File: src/rtl/uart_pkg.sv
// uart_pkg: types and helpers shared by the UART receiver and transmitter.
package uart_pkg;

  typedef enum logic [1:0] {
    PAR_NONE,
    PAR_EVEN,
    PAR_ODD
  } parity_e;

  typedef enum logic [2:0] {
    S_IDLE,
    S_START,
    S_DATA,
    S_PARITY,
    S_STOP,
    S_WAIT_IDLE
  } uart_rx_state_e;

  function automatic int calc_div(
    input int clk_hz,
    input int baud,
    input int os
  );
    int d;
    d = clk_hz / (baud * os);
    return (d < 1) ? 1 : d;
  endfunction

endpackage

File: src/rtl/uart_rx_fifo.sv
// uart_rx_fifo: frame buffer between the receiver and its consumer.
import uart_pkg::*;

module uart_rx_fifo #(
  parameter int WIDTH = 10,
  parameter int DEPTH = 4
) (
  input  logic             clock,
  input  logic             reset,
  input  logic             push,
  input  logic             pop,
  input  logic [WIDTH-1:0] wdata,
  output logic [WIDTH-1:0] rdata,
  output logic             full,
  output logic             empty
);

  localparam int AW = $clog2(DEPTH);

  logic [WIDTH-1:0] mem [DEPTH];
  logic [AW:0]      wr_q, wr_d;
  logic [AW:0]      rd_q, rd_d;
  logic             do_push;
  logic             do_pop;

  assign empty = (wr_q == rd_q);
  assign full  = (wr_q[AW] != rd_q[AW]) &&
                 (wr_q[AW-1:0] == rd_q[AW-1:0]);

  // A pop frees the head slot, so a push while full still fits.
  assign do_pop  = pop && !empty;
  assign do_push = push && (!full || do_pop);
  assign rdata   = mem[rd_q[AW-1:0]];

  always_comb begin
    wr_d = wr_q;
    rd_d = rd_q;
    if (do_push) wr_d = wr_q + 1'b1;
    if (do_pop)  rd_d = rd_q + 1'b1;
  end

  always_ff @(posedge clock) begin
    if (reset) begin
      wr_q <= '0;
      rd_q <= '0;
    end else begin
      wr_q <= wr_d;
      rd_q <= rd_d;
    end
  end

  always_ff @(posedge clock) begin
    if (do_push) mem[wr_q[AW-1:0]] <= wdata;
  end

endmodule

File: src/rtl/uart_rx_os.sv
// uart_rx_os: oversampling UART receiver, 3-sample majority vote per bit,
// with parity/framing/break/overrun detection and an output frame FIFO.
import uart_pkg::*;

module uart_rx_os #(
  parameter int CLK_HZ     = 25_000_000,
  parameter int BAUD_RATE  = 115200,
  parameter int OVERSAMPLE = 16,
  parameter int DATA_BITS  = 8,
  parameter int PARITY     = 0,
  parameter int STOP_BITS  = 1,
  parameter int FIFO_DEPTH = 4
) (
  input  logic                 clock,
  input  logic                 reset,
  input  logic                 rx,
  output logic [DATA_BITS-1:0] data,
  output logic                 valid,
  input  logic                 ready,
  output logic                 parity_error,
  output logic                 framing_error,
  output logic                 overrun,
  output logic                 break_detect,
  output logic                 receiving
);

  localparam int DIV = calc_div(CLK_HZ, BAUD_RATE, OVERSAMPLE);
  localparam int DCW = $clog2(DIV + 1);
  localparam int SCW = $clog2(OVERSAMPLE);
  localparam int BCW = $clog2(DATA_BITS + 1);
  localparam int FW  = DATA_BITS + 2;
  localparam parity_e PAR = parity_e'(2'(PARITY));

  uart_rx_state_e state_q, state_d;
  logic sync1_q, rxs_q, prev_q, armed_q, armed_d;
  logic [1:0] live_q;
  logic [DCW-1:0] div_q, div_d;
  logic [SCW-1:0] smp_q, smp_d;
  logic [BCW-1:0] bit_q, bit_d;
  logic stop_q, stop_d;
  logic s0_q, s0_d, s1_q, s1_d;
  logic [DATA_BITS-1:0] sh_q, sh_d;
  logic perr_q, perr_d, ferr_q, ferr_d;
  logic pvote_q, pvote_d, slow_q, slow_d;

  logic tick, bit_end, decide, vote, fall;
  logic fe_now, sl_now, exp_par;
  logic push, pop, full, empty;
  logic [FW-1:0] wdata, rdata;

  // rxs only counts as real once the reset values have flushed out.
  assign fall = armed_q & prev_q & ~rxs_q;

  assign tick    = (div_q == DCW'(DIV - 1));
  assign bit_end = tick && (smp_q == SCW'(OVERSAMPLE - 1));
  assign decide  = tick && (smp_q == SCW'(OVERSAMPLE / 2 + 1));
  assign vote    = (s0_q & s1_q) | (s0_q & rxs_q) | (s1_q & rxs_q);
  assign fe_now  = ferr_q | ~vote;
  assign sl_now  = slow_q & ~vote;
  assign exp_par = (^sh_q) ^ (PAR == PAR_ODD);
  assign wdata   = {sh_q, perr_q, fe_now};
  assign armed_d = armed_q | (live_q[1] & rxs_q);

  always_comb begin
    state_d      = state_q;
    div_d        = div_q + 1'b1;
    smp_d        = smp_q;
    bit_d        = bit_q;
    stop_d       = stop_q;
    s0_d         = s0_q;
    s1_d         = s1_q;
    sh_d         = sh_q;
    perr_d       = perr_q;
    ferr_d       = ferr_q;
    pvote_d      = pvote_q;
    slow_d       = slow_q;
    push         = 1'b0;
    break_detect = 1'b0;
    if (tick) begin
      div_d = '0;
      smp_d = bit_end ? '0 : smp_q + 1'b1;
      if (smp_q == SCW'(OVERSAMPLE / 2 - 1)) s0_d = rxs_q;
      if (smp_q == SCW'(OVERSAMPLE / 2))     s1_d = rxs_q;
    end
    unique case (state_q)
      S_IDLE: begin
        if (fall) begin
          state_d = S_START;
          div_d   = '0;
          smp_d   = '0;
          bit_d   = '0;
          stop_d  = 1'b0;
          perr_d  = 1'b0;
          ferr_d  = 1'b0;
          pvote_d = 1'b0;
          slow_d  = 1'b1;
        end
      end
      S_START: begin
        if (decide && vote) state_d = S_IDLE;
        else if (bit_end)   state_d = S_DATA;
      end
      S_DATA: begin
        if (decide) begin
          sh_d  = {vote, sh_q[DATA_BITS-1:1]};
          bit_d = bit_q + 1'b1;
        end
        if (bit_end && bit_q == BCW'(DATA_BITS))
          state_d = (PAR == PAR_NONE) ? S_STOP : S_PARITY;
      end
      S_PARITY: begin
        if (decide) begin
          pvote_d = vote;
          perr_d  = (vote != exp_par);
        end
        if (bit_end) state_d = S_STOP;
      end
      S_STOP: begin
        if (decide) begin
          ferr_d = fe_now;
          slow_d = sl_now;
          stop_d = 1'b1;
          if (stop_q == 1'(STOP_BITS - 1)) begin
            // All-zero frame with every stop low is a break, not data.
            if (sh_q == '0 && !pvote_q && sl_now)
              break_detect = 1'b1;
            else
              push = 1'b1;
            state_d = vote ? S_IDLE : S_WAIT_IDLE;
            div_d   = '0;
            smp_d   = '0;
          end
        end
      end
      S_WAIT_IDLE: begin
        if (!rxs_q) begin
          div_d = '0;
          smp_d = '0;
        end else if (bit_end) begin
          state_d = S_IDLE;
        end
      end
      default: state_d = S_IDLE;
    endcase
  end

  always_ff @(posedge clock) begin
    if (reset) begin
      state_q <= S_IDLE;
      sync1_q <= 1'b1;
      rxs_q   <= 1'b1;
      prev_q  <= 1'b1;
      live_q  <= '0;
      armed_q <= 1'b0;
      div_q   <= '0;
      smp_q   <= '0;
      bit_q   <= '0;
      stop_q  <= 1'b0;
      s0_q    <= 1'b1;
      s1_q    <= 1'b1;
      sh_q    <= '0;
      perr_q  <= 1'b0;
      ferr_q  <= 1'b0;
      pvote_q <= 1'b0;
      slow_q  <= 1'b0;
    end else begin
      state_q <= state_d;
      sync1_q <= rx;
      rxs_q   <= sync1_q;
      prev_q  <= rxs_q;
      live_q  <= {live_q[0], 1'b1};
      armed_q <= armed_d;
      div_q   <= div_d;
      smp_q   <= smp_d;
      bit_q   <= bit_d;
      stop_q  <= stop_d;
      s0_q    <= s0_d;
      s1_q    <= s1_d;
      sh_q    <= sh_d;
      perr_q  <= perr_d;
      ferr_q  <= ferr_d;
      pvote_q <= pvote_d;
      slow_q  <= slow_d;
    end
  end

  uart_rx_fifo #(
    .WIDTH (FW),
    .DEPTH (FIFO_DEPTH)
  ) u_fifo (
    .clock (clock),
    .reset (reset),
    .push  (push),
    .pop   (pop),
    .wdata (wdata),
    .rdata (rdata),
    .full  (full),
    .empty (empty)
  );

  assign valid         = !empty;
  assign pop           = valid && ready;
  assign overrun       = push && full && !pop;
  assign data          = valid ? rdata[FW-1:2] : '0;
  assign parity_error  = valid & rdata[1];
  assign framing_error = valid & rdata[0];
  assign receiving     = (state_q != S_IDLE);

endmodule
File: config.mk
export PLATFORM = sky130hd
export DESIGN_NAME = uart_rx_os
export DESIGN_NICKNAME = d
export VERILOG_FILES = /design/src/rtl/uart_pkg.sv /design/src/rtl/uart_rx_fifo.sv /design/src/rtl/uart_rx_os.sv
export SDC_FILE = /design/constraint.sdc
export NUM_CORES = 1
export LEC_CHECK = 0
export BUFFER_PORTS_ARGS = -buffer_cell sky130_fd_sc_hd__buf_2
export CORE_UTILIZATION = 44
export CTS_CLUSTER_DIAMETER = 50
export CTS_CLUSTER_SIZE = 24
export DETAILED_ROUTE_END_ITERATION = 6
export GPL_ROUTABILITY_DRIVEN = 0
export PLACE_DENSITY = 0.67
export SYNTH_ARGS = -nofsm -noshare
export SYNTH_HDL_FRONTEND = slang
export SYNTH_SLANG_ARGS = --single-unit
File: constraint.sdc
create_clock -name clock -period 2.5 [get_ports clock]
set_input_delay 0.5 -clock clock [delete_from_list [all_inputs] [get_ports clock]]
set_output_delay 0.5 -clock clock [all_outputs]
set_load 0.01 [all_outputs]
==> results.py <==
metrics = {
    "timing": {
        "tightest_slew_ps": 647,
        "fin_crit_ps": 2260,
        "maxSlewViolCount": 0,
        "setup_tns_ps": 0,
        "max_freq_mhz": 443,
        "maxSlewHeadroom_pct": 56.8,
        "setup_viol": 0,
        "clock_skew_ps": 7.54,
        "rsz0062_at_grt": "no",
        "period_share_pct": 90.3,
        "finalHoldViolations": 0,
    },
    "synth": {
        "ys.flop_type": "dfxtp_1",
        "synth_cells": 321,
        "synth_async_sr_flop_share_pct": 0,
        "syn_avg_cell_area_um2": 11.6,
        "ys_ff_latch": 84,
        "yosysUniqueCellTypes": 46,
        "synth_nets": 341,
        "synthesis.area_um2": 3730,
        "yosysWarnings": 0,
        "synth_edf_count": 40,
        "ys_seq_area_share_pct": 55.8,
    },
    "global_route": {
        "grt_usage_pct": 16.2,
        "overflow": 0,
        "grt_max_degree": 36,
        "grt_pass1_wl_um": 10900,
        "first_global_vias": 2317,
        "grt_antenna_before_repair": 0,
    },
    "power_and_ir_drop": {
        "switchingPower_uw": 629,
        "leakage_nw": 1.53,
        "powerDensity_nw_per_um2": 634,
        "power_frac_comb_pct": 6.0,
        "finalPower_mw": 2.61,
        "clkPwrFrac_pct": 38.2,
        "irDropWorstVdd_uv": 332,
        "sequentialPowerShare_pct": 55.8,
        "internal_power_mw": 1.98,
        "p_sw_share_pct": 24.1,
    },
    "outcome": {
        "status": "completed",
    },
    "routing": {
        "drt_iter0_drc": 90,
        "drc_errors": 0,
        "ant_nets": 0,
        "vias_per_cell": 5.19,
        "wl_per_cell_um": 14.0,
        "vias": 2334,
        "wirelength_um": 6320,
        "dr.pass1.iters": 4,
    },
    "worst_setup_path": {
        "startpoint_type": "flop",
        "worstPathArrival_ps": 1760,
        "path_depth": 7,
        "cp_top_family": "simple AND/OR/NAND/NOR gates",
        "path_max_fanout": 5,
        "slowest_delay_ps": 340,
        "cp_slowest_cell": "dfxtp_1",
        "critical_path_class": "reg -> out",
        "rrSetupSlack_ps": 290,
        "r2r_start": "div_q[0]$_SDFF_PP0_",
        "crit_start": "div_q[0]$_SDFF_PP0_",
        "reg2reg_depth": 6,
        "crit_path_end_kind": "primary output",
        "r2r-end": "u_fifo.mem[3][0]$_DFFE_PP_",
        "crit_chain": "inv_1 > ha_1 > nand4b_4 > nor2_4 > nand3b_1 > nor3_1 > buf_2",
        "required_ps": 2000,
        "crit_buf_inv": 2,
        "crit_path_end": "break_detect",
    },
    "clock_tree": {
        "cts_tree": "done",
        "cts_buffers": 9,
        "clk_pin_slew_ps": 90,
        "cts.htree.levels": 3,
        "cts_sinks": 84,
        "cts.path.max_buffers": 2,
        "root_buffer": "clkbuf_8",
        "clock_latency_ps": 350,
    },
    "floorplanning": {
        "core_area_um2": 8220,
        "io_pins": 18,
        "rows": 33,
        "die_w_um": 94.1,
        "die_h_um": 94.1,
        "initial_core_util_pct": 45.4,
        "dieArea_um2": 8850,
    },
    "placement": {
        "place_hpwl_um": 4350,
        "io_buffers": 17,
    },
    "flow_run": {
        "drv_cap": 0,
    },
    "cells_and_area": {
        "layout_commonest_cell": "dfxtp_1",
        "antenna_cells": 0,
        "drive_above_1_share_pct": 17.4,
        "fin_nets": 360,
        "final_cell_mix": "dfxtp_1, edfxtp_1, nand2_1",
        "syn2layout_area_growth_pct": 10.6,
    },
    "hold_path": {
        "hp-class": "in -> reg",
    },
}
[cell type report]
type                       instances  area [um2]
inverter                          19        71.3
fill                             729        4090
multi-input combinational        205        1520
timing repair buffer              21         115
tap                              105         131
clock buffer                       9         124
clock inverter                     7        81.3
sequential                        84        2080
[how the worst min path moves through the flow]
stage | to | cells past startpoint | slack [ps] | start
2_1_floorplan | rxs_q$_SDFF_PP1_ | 1 | 390 | sync1_q$_SDFF_PP1_
3_3_place_gp | rxs_q$_SDFF_PP1_ | 1 | 400 | sync1_q$_SDFF_PP1_
3_5_place_dp | rxs_q$_SDFF_PP1_ | 1 | 400 | sync1_q$_SDFF_PP1_
4_1_cts | sync1_q$_SDFF_PP1_ | 2 | 320 | rx
5_1_grt | sync1_q$_SDFF_PP1_ | 2 | 310 | rx
6_report | sync1_q$_SDFF_PP1_ | 2 | 330 | rx
[state kept, by name, indices dropped and copies added (netlist names), 3 cells and up, named ones only]
| name | count |
|---|---|
| u_fifo.mem | 40 |
| sh_q | 8 |
| bit_q | 4 |
| div_q | 4 |
| smp_q | 4 |
| state_q | 3 |
| u_fifo.rd_q | 3 |
| u_fifo.wr_q | 3 |
[cell families (layout without fill, tap and decap cells)]
kind of cell | after synthesis | in the layout | share of synthesized area [%]
multiplexers | 14 | 14 | 7.11
flip-flops | 84 | 84 | 55.8
buffers and inverters | 32 | 56 | 3.83
AND/OR/NAND/NOR | 122 | 122 | 17.8
XOR/XNOR | 16 | 16 | 3.76
adder cells (fa/ha/maj) | 17 | 17 | 5.67
AO/OA/AOI/OAI | 36 | 36 | 6.01
[per-stage QoR]
stage	cell area (um2)	setup WS (ps)	utilization, %	std cells	hold WS [ps]
floorplan	3730	592	-	321	389
global placement	3900	340	47.5	434	401
detailed placement	3900	287	47.5	434	404
finish	4130	242	50.2	450	325
global route	4130	57.9	50.2	450	311
CTS	4110	61.1	50.0	450	316
[cells in the mapped netlist, types with 4 or more instances]
| cell | instances | area (um2) |
|---|---|---|
| and2_1 | 15 | 93.8 |
| edfxtp_1 | 40 | 1200 |
| dfxtp_1 | 44 | 881 |
| ha_1 | 16 | 200 |
| nor2_1 | 19 | 71.3 |
| xor2_1 | 7 | 61.3 |
| nand3b_1 | 5 | 37.5 |
| nand2b_1 | 6 | 37.5 |
| xnor2_1 | 9 | 78.8 |
| nand2_1 | 36 | 135 |
| a21oi_1 | 24 | 120 |
| nand3_1 | 8 | 40.0 |
| mux2i_1 | 4 | 40.0 |
| mux4_2 | 10 | 225 |
| nor3_1 | 6 | 30.0 |
| clkbuf_1 | 6 | 22.5 |
| inv_1 | 19 | 71.3 |
[power by group through the flow]
stage	clock network (mW)	logic (mW)	registers (mW)
final	0.999	0.158	1.46
after global routing	1.07	0.174	1.46
after CTS	1.02	0.157	1.46
after detailed placement	0	0.156	1.49
after global placement	0	0.155	1.49
after floorplan	0	0.118	1.49
[per-layer routing]
| layer | routed length [um] | GRT usage, % | vias to the layer above |
|---|---|---|---|
| met5 | 0 | 0 | - |
| met4 | 57 | 5.38 | 0 |
| met3 | 161 | 3.64 | 7 |
| met2 | 3110 | 27.1 | 32 |
| met1 | 2990 | 20.6 | 1125 |
| li1 | - | - | 1170 |
[timing repair]
action	4_1_cts	5_1_grt
hold buffers	0	0
hold endpoints to repair	0	0
endpoints found under the setup margin	0	1
buffers inserted	0	0
resized for setup	0	3
(Power assumes the default switching activity.)
